## src/rtl/guess_entry_pkg.sv

```systemverilog
// Shared types and constants for the guess-entry keypad block.
//   entry_state_t : entry FSM states (ENTRY, FULL, SEND, LOCK)
//   NUM_DIGITS    : digits in one guess
//   MAX_DIGIT     : largest legal BCD key code
//   EMPTY_NIBBLE  : marker for an unused buffer position
//   set_nibble    : replace one nibble of the 16-bit buffer (index 0 = [15:12])
package bc_pkg;

    typedef enum logic [1:0] {
        ENTRY = 2'd0,
        FULL  = 2'd1,
        SEND  = 2'd2,
        LOCK  = 2'd3
    } entry_state_t;

    localparam int          NUM_DIGITS   = 4;
    localparam logic [3:0]  MAX_DIGIT    = 4'd9;
    localparam logic [3:0]  EMPTY_NIBBLE = 4'hF;
    localparam logic [15:0] EMPTY_BUF    = {4{EMPTY_NIBBLE}};

    function automatic logic [15:0] set_nibble(input logic [15:0] value,
                                               input logic [2:0]  idx,
                                               input logic [3:0]  nib);
        logic [15:0] result;
        result = value;
        for (int i = 0; i < NUM_DIGITS; i++) begin
            if (idx == 3'(i)) begin
                result[15 - 4*i -: 4] = nib;
            end
        end
        return result;
    endfunction

endpackage

```

## src/rtl/guess_entry_if.sv

```systemverilog
// Keypad strobes in, guess/display status out.
//   master : keypad side (drives key strobes, observes results)
//   slave  : guess_entry side
//   digit_in/digit_valid, backspace, enter, clear : one-cycle key strobes
//   guess/confirm : submitted guess and its one-cycle qualifier
//   count/preview : live entry buffer for display
//   err           : stretched reject indication
interface guess_entry_if;
    logic [3:0]  digit_in;
    logic        digit_valid;
    logic        backspace;
    logic        enter;
    logic        clear;
    logic [15:0] guess;
    logic        confirm;
    logic [2:0]  count;
    logic [15:0] preview;
    logic        err;

    modport master (
        output digit_in, digit_valid, backspace, enter, clear,
        input  guess, confirm, count, preview, err
    );

    modport slave (
        input  digit_in, digit_valid, backspace, enter, clear,
        output guess, confirm, count, preview, err
    );
endinterface

```

## src/rtl/guess_entry_digit_check.sv

```systemverilog
// Combinational key validation: rejects a digit that is not BCD or that
// already appears among the buffered digits.
//   preview  : current entry buffer (index 0 = [15:12])
//   count    : number of valid digits in preview
//   digit_in : candidate key code
//   reject   : 1 when the candidate must not be accepted
module bc_digit_check
    import bc_pkg::*;
(
    input  logic [15:0] preview,
    input  logic [2:0]  count,
    input  logic [3:0]  digit_in,
    output logic        reject
);

    always_comb begin
        reject = (digit_in > MAX_DIGIT);
        for (int i = 0; i < NUM_DIGITS; i++) begin
            // Only positions already filled take part in the duplicate test.
            if ((3'(i) < count) && (preview[15 - 4*i -: 4] == digit_in)) begin
                reject = 1'b1;
            end
        end
    end

endmodule

```

## src/rtl/guess_entry.sv

```systemverilog
// Four-digit guess entry controller for a keypad.
// Collects unique BCD digits, supports backspace/clear, submits a full
// guess on enter, then locks out the keypad briefly after each submit.
//   clock : single clock, posedge
//   reset : synchronous, active-low
//   bus   : guess_entry_if.slave (key strobes in, guess/preview/status out)
module guess_entry
    import bc_pkg::*;
#(
    parameter int ERR_CYCLES  = 4,
    parameter int LOCK_CYCLES = 2
) (
    input  logic          clock,
    input  logic          reset,
    guess_entry_if.slave  bus
);

    localparam int ERR_W  = (ERR_CYCLES  > 1) ? $clog2(ERR_CYCLES)  : 1;
    localparam int LOCK_W = (LOCK_CYCLES > 1) ? $clog2(LOCK_CYCLES) : 1;
    localparam logic [ERR_W-1:0]  ERR_LAST  = ERR_W'(ERR_CYCLES - 1);
    localparam logic [LOCK_W-1:0] LOCK_LAST = LOCK_W'(LOCK_CYCLES - 1);

    entry_state_t      state;
    logic [15:0]       entry_buf;
    logic [2:0]        entry_count;
    logic [15:0]       guess_value;
    logic              confirm_pulse;
    logic              err_flag;
    logic [ERR_W-1:0]  err_cnt;
    logic [LOCK_W-1:0] lock_cnt;

    logic digit_reject;
    logic do_clear;
    logic do_back;
    logic do_enter;
    logic do_digit;
    logic rejected;

    bc_digit_check u_digit_check (
        .preview  (entry_buf),
        .count    (entry_count),
        .digit_in (bus.digit_in),
        .reject   (digit_reject)
    );

    // Only one strobe is acted on per cycle; SEND and LOCK ignore them all.
    always_comb begin
        do_clear = 1'b0;
        do_back  = 1'b0;
        do_enter = 1'b0;
        do_digit = 1'b0;
        if ((state == ENTRY) || (state == FULL)) begin
            if (bus.clear) begin
                do_clear = 1'b1;
            end else if (bus.backspace) begin
                do_back = 1'b1;
            end else if (bus.enter) begin
                do_enter = 1'b1;
            end else if (bus.digit_valid) begin
                do_digit = 1'b1;
            end
        end
        rejected = (do_enter && (state == ENTRY)) ||
                   (do_digit && ((state == FULL) || digit_reject));
    end

    always_ff @(posedge clock) begin
        if (!reset) begin
            state         <= ENTRY;
            entry_buf     <= EMPTY_BUF;
            entry_count   <= 3'd0;
            guess_value   <= 16'h0000;
            confirm_pulse <= 1'b0;
            err_flag      <= 1'b0;
            err_cnt       <= '0;
            lock_cnt      <= '0;
        end else begin
            confirm_pulse <= 1'b0;

            // A fresh rejection restarts the stretch even if err is already high.
            if (rejected) begin
                err_flag <= 1'b1;
                err_cnt  <= ERR_LAST;
            end else if (err_flag) begin
                if (err_cnt == '0) begin
                    err_flag <= 1'b0;
                end else begin
                    err_cnt <= err_cnt - 1'b1;
                end
            end

            case (state)
                ENTRY, FULL: begin
                    if (do_clear) begin
                        entry_buf   <= EMPTY_BUF;
                        entry_count <= 3'd0;
                        state       <= ENTRY;
                    end else if (do_back) begin
                        if (entry_count != 3'd0) begin
                            entry_buf   <= set_nibble(entry_buf, entry_count - 3'd1, EMPTY_NIBBLE);
                            entry_count <= entry_count - 3'd1;
                            state       <= ENTRY;
                        end
                    end else if (do_enter) begin
                        if (state == FULL) begin
                            guess_value   <= entry_buf;
                            confirm_pulse <= 1'b1;
                            state         <= SEND;
                        end
                    end else if (do_digit && !rejected) begin
                        entry_buf   <= set_nibble(entry_buf, entry_count, bus.digit_in);
                        entry_count <= entry_count + 3'd1;
                        if (entry_count == 3'(NUM_DIGITS - 1)) begin
                            state <= FULL;
                        end
                    end
                end
                SEND: begin
                    entry_buf   <= EMPTY_BUF;
                    entry_count <= 3'd0;
                    lock_cnt    <= '0;
                    state       <= LOCK;
                end
                LOCK: begin
                    if (lock_cnt == LOCK_LAST) begin
                        state <= ENTRY;
                    end else begin
                        lock_cnt <= lock_cnt + 1'b1;
                    end
                end
                default: begin
                    state <= ENTRY;
                end
            endcase
        end
    end

    assign bus.guess   = guess_value;
    assign bus.confirm = confirm_pulse;
    assign bus.count   = entry_count;
    assign bus.preview = entry_buf;
    assign bus.err     = err_flag;

endmodule
```

## src/flat_wrapper.sv

```systemverilog
// flat-port wrapper written by rule: the top's interface ports become plain ports
module guess_entry_flat import bc_pkg::*;
#(
    parameter int ERR_CYCLES  = 4,
    parameter int LOCK_CYCLES = 2
)
  (clock, reset, bus_digit_in, bus_digit_valid, bus_backspace, bus_enter, bus_clear, bus_guess, bus_confirm, bus_count, bus_preview, bus_err);
  guess_entry_if bus_i ();
  input  logic clock;
  input  logic reset;
  input wire logic [$bits(bus_i.digit_in)-1:0] bus_digit_in;
  input wire logic [$bits(bus_i.digit_valid)-1:0] bus_digit_valid;
  input wire logic [$bits(bus_i.backspace)-1:0] bus_backspace;
  input wire logic [$bits(bus_i.enter)-1:0] bus_enter;
  input wire logic [$bits(bus_i.clear)-1:0] bus_clear;
  output wire logic [$bits(bus_i.guess)-1:0] bus_guess;
  output wire logic [$bits(bus_i.confirm)-1:0] bus_confirm;
  output wire logic [$bits(bus_i.count)-1:0] bus_count;
  output wire logic [$bits(bus_i.preview)-1:0] bus_preview;
  output wire logic [$bits(bus_i.err)-1:0] bus_err;
  assign bus_i.digit_in = bus_digit_in;
  assign bus_i.digit_valid = bus_digit_valid;
  assign bus_i.backspace = bus_backspace;
  assign bus_i.enter = bus_enter;
  assign bus_i.clear = bus_clear;
  assign bus_guess = bus_i.guess;
  assign bus_confirm = bus_i.confirm;
  assign bus_count = bus_i.count;
  assign bus_preview = bus_i.preview;
  assign bus_err = bus_i.err;
  guess_entry #(.ERR_CYCLES(ERR_CYCLES), .LOCK_CYCLES(LOCK_CYCLES)) u_core (.clock(clock), .reset(reset), .bus(bus_i));
endmodule
```

## config.mk

```make
export PLATFORM = sky130hd
export DESIGN_NAME = guess_entry_flat
export DESIGN_NICKNAME = d
export VERILOG_FILES = /design/src/rtl/guess_entry_pkg.sv /design/src/rtl/guess_entry_if.sv /design/src/rtl/guess_entry_digit_check.sv /design/src/rtl/guess_entry.sv /design/src/flat_wrapper.sv
export SDC_FILE = /design/constraint.sdc
export NUM_CORES = 1
export LEC_CHECK = 0
export BUFFER_PORTS_ARGS = -buffer_cell sky130_fd_sc_hd__buf_2
export CAP_MARGIN = 10
export CORE_UTILIZATION = 55
export DETAILED_ROUTE_END_ITERATION = 7
export PLACE_DENSITY = 0.88
export SKIP_CTS_REPAIR_TIMING = 1
export SYNTH_ARGS = -nofsm -noshare
export SYNTH_HDL_FRONTEND = slang
export SYNTH_SLANG_ARGS = --single-unit
export TNS_END_PERCENT = 20
```

## constraint.sdc

```tcl
create_clock -name clock -period 2.8 [get_ports clock]
set_input_delay 0.28 -clock clock [delete_from_list [all_inputs] [get_ports clock]]
set_output_delay 0.28 -clock clock [all_outputs]
set_load 0.02 [all_outputs]
```

== Word level (Yosys, flattened, before mapping) ==
Index checks and enable logic that the tools add are counted.

* Add/subtract/negate cells: 4
* Order comparisons: 5
* Equal/unequal tests: 29
* Multiplexer cells: 56
* Bitwise operators: 5
* Reductions and logical operators: 29

{| class="wikitable"
|+ Operators with widths
! cell !! number
|-
| $mux W16 || 5
|-
| $mux W4 || 8
|-
| $pmux W16 S2 || 1
|-
| $reduce_and A6 Y1 || 4
|-
| $mux W1 || 23
|-
| $mux W2 || 11
|-
| $ne A4 B1 Y1 const B || 5
|-
| $ne A4 B3 Y1 const B || 5
|-
| $eq A4 B4 Y1 || 4
|-
| $mux W3 || 5
|-
| $eq A3 B2 Y1 const B || 4
|-
| $ne A5 B1 Y1 const B || 2
|-
| $reduce_and A5 Y1 || 2
|-
| $logic_and A1 B1 Y1 || 7
|-
| $eq A3 B1 Y1 const B || 2
|-
| $logic_not A3 Y1 || 2
|-
| $lt A1 B3 Y1 const A || 2
|-
| $lt A2 B3 Y1 const A || 2
|-
| $pmux W2 S3 || 1
|-
| $pmux W3 S2 || 1
|-
| $reduce_bool A2 Y1 || 3
|-
| $ne A5 B3 Y1 const B || 1
|-
| $not A1 Y1 || 5
|-
| $reduce_or A5 Y1 || 1
|-
| 17 further kinds || 22
|}

* Register bits: 42
* Logic and storage cells: 139

== Longest topological paths before layout ==
* Depth in word-level cells: 16
* Mapped depth: 8
* Depth with buffers taken out: 8

== Hierarchy ==
From an unflattened synthesis, not the netlist that was laid out.

* Cells, all modules: 244
* Area total of the unflattened synthesis: 2273.4 um^2

{| class="wikitable"
|+ Modules (own cells, without submodules)
! module !! times used !! cells each !! area each (um^2)
|-
| guess_entry || 1 || 211 || 2037.0
|-
| bc_digit_check || 1 || 33 || 236.5
|}

== Worst setup path before layout ==
Ideal clock, no wire load.

* Path kind: register to register
* Start: register u_core.entry_count[1], in the netlist u_core.bus.count[1]
* End: register u_core.entry_count[0], in the netlist u_core.bus.count[0]
* Arrival: 2015 ps
* Slack: 647 ps
* Cell stages (with the launch flop): 9
* Path buffers: 0
* Path through: dfxtp_1 -> inv_1 -> ha_1 -> and2b_1 -> nor4_2 -> a22oi_2 -> a41oi_4 -> or2_1 -> o21ai_0

* Cells in the longest elaborated chain, start to end: 13

{| class="wikitable"
|+ RTL lines
! element !! line !! text
|-
| start: declaration || guess_entry.sv:25 || <nowiki>logic [2:0] entry_count;</nowiki>
|-
| start signal: assignment || guess_entry.sv:101 || <nowiki>entry_count <= entry_count - 3'd1;</nowiki>
|-
| start signal: assignment || guess_entry.sv:112 || <nowiki>entry_count <= entry_count + 3'd1;</nowiki>
|-
| $lt A1 B3 Y1 || guess_entry_digit_check.sv:20 || <nowiki>if ((3'(i) < count) && (preview[15 - 4*i -: 4] == digit_in)) begin</nowiki>
|-
| $logic_and A1 B1 Y1 || guess_entry_digit_check.sv:20 ||
|-
| $mux W1 (4 in series) || guess_entry_digit_check.sv:20 ||
|-
| $logic_or A1 B1 Y1 || guess_entry.sv:64 || <nowiki>(do_digit && ((state == FULL) || digit_reject));</nowiki>
|-
| $logic_and A1 B1 Y1 || guess_entry.sv:64 ||
|-
| $logic_or A1 B1 Y1 || guess_entry.sv:63 || <nowiki>rejected = (do_enter && (state == ENTRY)) ||</nowiki>
|-
| $logic_not A1 Y1 || guess_entry.sv:110 || <nowiki>end else if (do_digit && !rejected) begin</nowiki>
|-
| $logic_and A1 B1 Y1 || guess_entry.sv:110 ||
|-
| $ne A4 B1 Y1 (no line) || - ||
|-
| $reduce_and A4 Y1 (no line) (*) || - ||
|}

Mark *: on every way between the ends. The rest lies on a longest branch, timed or not.
A chain may end at the register's enable or synchronous reset.

== Final worst setup path ==
* Start: register u_core.entry_count[1], in the netlist u_core.bus.count[1]
* End: register u_core.entry_buf[1], in the netlist u_core.bus.preview[1]

* Cells in the longest elaborated chain, start to end: 13

{| class="wikitable"
|+ RTL lines
! element !! line !! text
|-
| $lt A1 B3 Y1 || guess_entry_digit_check.sv:20 ||
|-
| $logic_and A1 B1 Y1 || guess_entry_digit_check.sv:20 ||
|-
| $mux W1 (4 in series) || guess_entry_digit_check.sv:20 ||
|-
| $logic_or A1 B1 Y1 || guess_entry.sv:64 ||
|-
| $logic_and A1 B1 Y1 || guess_entry.sv:64 ||
|-
| $logic_or A1 B1 Y1 || guess_entry.sv:63 ||
|-
| $logic_not A1 Y1 || guess_entry.sv:110 ||
|-
| $logic_and A1 B1 Y1 || guess_entry.sv:110 ||
|-
| $ne A4 B1 Y1 (no line) || - ||
|-
| $reduce_and A6 Y1 (no line) (*) || - ||
|-
| end signal: assignment || guess_entry.sv:100 || <nowiki>entry_buf <= set_nibble(entry_buf, entry_count - 3'd1, EMPTY_NIBBLE);</nowiki>
|-
| end signal: assignment || guess_entry.sv:111 || <nowiki>entry_buf <= set_nibble(entry_buf, entry_count, bus.digit_in);</nowiki>
|-
| end: declaration || guess_entry.sv:24 || <nowiki>logic [15:0] entry_buf;</nowiki>
|}

Marks and branches as above.

==> results.toml <==
[critical_path]
critPathKind = "reg2reg"
worst-path-buf-inv = 1
cp_max_fo = 9
slowest_delay_ns = 0.49
required_ns = 2.96
end_kind = "flip-flop"
cp_slowest_cell = "a41oi_4"
worstPathArrival_ns = 2.42
cp_top_family = "compound AO/OA/AOI/OAI gates"
crit_chain = "inv_1 > ha_1 > and2b_1 > nor4_2 > a22oi_2 > a41oi_4 > nor2_4 > mux2i_1"
cp-start-kind = "flip-flop"

[floorplanning]
initial_core_util_pct = 57.7
die_w_um = 67.0
coreArea_um2 = 4030
io_pins = 47
die_area_um2 = 4490
die_h_um = 67.0
rows = 23

[run_status]
status = "finished, final reports clean"

[placement]
gp_congestion = 0.936
port_buffers = 46
hpwl_um = 3770
place_inst = 345
placed_area_um2 = 2530

[synthesis]
syn_inst = 261
ys_ff_latch = 42
yosys-top-cells-area = "dfxtp_1 (36%), nand2_1 (6.9%), mux2i_1 (6.9%)"
ys_seq_area_share_pct = 36.2
synth_top_area_share_pct = 36.2
synth_cell_types = 44
yosysTopAreaCell = "dfxtp_1"
syn-cell-area_um2 = 2320
syn_area_per_cell_um2 = 8.91
yosys_warnings = 0
synth_nets = 278

[timing]
setup_viol = 0
period_share_pct = 80.9
slew_violations = 0
final.setup_skew_ns = 0.00598
worst_slew_pin_slew_ns = 0.656
maxSlewHeadroom_pct = 56.3
fin_tns_setup_ns = 0
fmax_ghz = 0.442
timing.final.crit_period_ns = 2.26
fin_hold_ws_ns = 0.444
rsz0062_at_grt = "false"
hold_viol_final = 0

[layout]
antenna_cells = 0
fillCellCount = 344
finalNonFillerCells = 352
fin_nets = 319
finalInstanceArea_um2 = 2610
syn_to_final_growth_pct = 12.2
drive_gt1_share_pct = 21.2
finish.utilization_pct = 64.7

[drt]
drt_wl_total_um = 5080
via_per_inst = 5.53
drc = 0
vias = 1947
first_pass_iters = 4
antenna_left = 0
drt_iter0_markers = 214
routedWlPerCell_um = 14.4

[grt]
grt_pass1_wl_um = 7980
grt_pass1_vias = 1742
track_usage_pct = 23.9
grt_max_degree = 44
overflow = 0
antenna_found_initial = 0

[min_path]
hp-class = "in2reg"

[run]
cap_violations = 0

[power]
power.leakage_nw = 1.01
power.density_nw_per_um2 = 464
ir_drop_v = 0.000366

[clocking]
cts-root-buf = "clkbuf_8"
clock_latency_ns = 0.29
numCtsBuffers = 5
cts_tree = "yes"
clk_pin_slew_worst_paths_ns = 0.08
clock_path_buffers = 2
htreeDepth = 2
numClockSinks = 42
## worst paths after layout
check	start	endpoint	slack (ns)	cells past startpoint
setup / recovery	u_core.bus.count[1]	u_core.bus.preview[1]	0.54	8
hold reg to reg	u_core.bus.guess[2]	u_core.bus.guess[2]	0.46	2
hold / removal	bus_digit_in[0]	u_core.bus.preview[12]	0.44	3
setup reg to reg	u_core.bus.count[1]	u_core.bus.preview[1]	0.54	8
## state kept, by name (all words and copies together) (netlist names)
signal and flops:
u_core.state 2, u_core.lock_cnt 1, u_core.bus.guess 16, u_core.bus.err 1
u_core.bus.confirm 1, u_core.bus.count 3, u_core.bus.preview 16, u_core.err_cnt 2
## worst min-delay path, cell delays in order
cell     delay [ns]
buf_2          0.16
nor2_1         0.11
mux2i_1        0.13
## placed cells by master (no fill, tap or decap), types with 2 or more instances in the layout
master    Yosys  final
buf_2         2     46
nand2_1      43     43
dfxtp_1      42     42
nor2b_1      22     22
a21boi_0     20     20
mux2i_1      16     16
xor2_1       12     12
nor2_1       10     10
inv_1         9      9
o21ai_0       9      9
ha_1          7      7
nand3_1       5      5
a21oi_1       5      5
clkbuf_8      0      5
and3_1        4      4
xnor2_1       4      4
nor3_1        4      4
o22ai_1       3      3
a221oi_1      3      3
nand2b_1      3      3
nor2_4        3      3
a31oi_1       2      2
and2b_1       2      2
o21a_1        2      2
clkbuf_1      5      2
buf_4         2      2
## Yosys cell counts, drive strengths merged
cell type and count:
a21boi 20, or2 2, ha 7, dlymetal6s2s 1
a2111oi 1, xor2 13, a211oi 1, a21oi 6
dfxtp 42, a221oi 3, nand3 5, a41oi 2
and2b 2, nor2 13, and3 4, buf 8
o211ai 1, nor3 4, clkbuf 5, inv 9
nand2b 3, nor2b 22, a31oi 3, a22oi 1
o22ai 3, nor4 2, mux2i 16, nor3b 1
and2 1, o21a 2, nand4 1, o21ai 9
a221o 1, nand2 43, xnor2 4
## cell type report
| class | count | area [um^2] | area share (%) |
|---|---|---|---|
| Multi-Input combinational cell | 196 | 1350 | 51.7 |
| Inverter | 9 | 33.8 | 1.30 |
| Clock buffer | 7 | 76.3 | 2.93 |
| Sequential cell | 42 | 841 | 32.2 |
| Timing Repair Buffer | 48 | 245 | 9.40 |
| Tap cell | 50 | 62.6 | 2.40 |
## where the power goes
part	total, W	internal, W	switching, W	leakage [nW]
Clock	0.000362	0.000172	0.000190	0.0383
Sequential	0.000630	0.000611	0.0000192	0.340
Combinational	0.000217	0.0000875	0.000130	0.634
Total	0.00121	0.000870	0.000339	1.01
## stage by stage
step,setup WS (ns),total power [W]
finish,0.535,0.00121
global route,0.431,0.00126
detailed placement,0.578,0.000859
floorplan,0.647,0.000814
CTS,0.559,0.00121
global placement,0.695,0.000852
## logic make-up after synthesis
group           after synthesis  synth area share (%)
fa+ha+maj                     7                  3.77
flops                        42                  36.2
compound gates               53                  17.4
buf+inv                      23                  5.81
mux                          16                  6.89
xor+xnor                     17                  6.73
simple gates                103                  23.3
## per-layer routing
layer  routed length, um  track usage, %  share of wire (%)  vias up
met3                 290            4.97                5.7       17
li1                    -               -                  -      960
met2                2400            39.5                 47       66
met5                   0               0                  0        -
met1                2230            28.8                 44      904
met4                 170            12.0                3.3        0
Note: power is estimated with default switching activity, not from simulation.
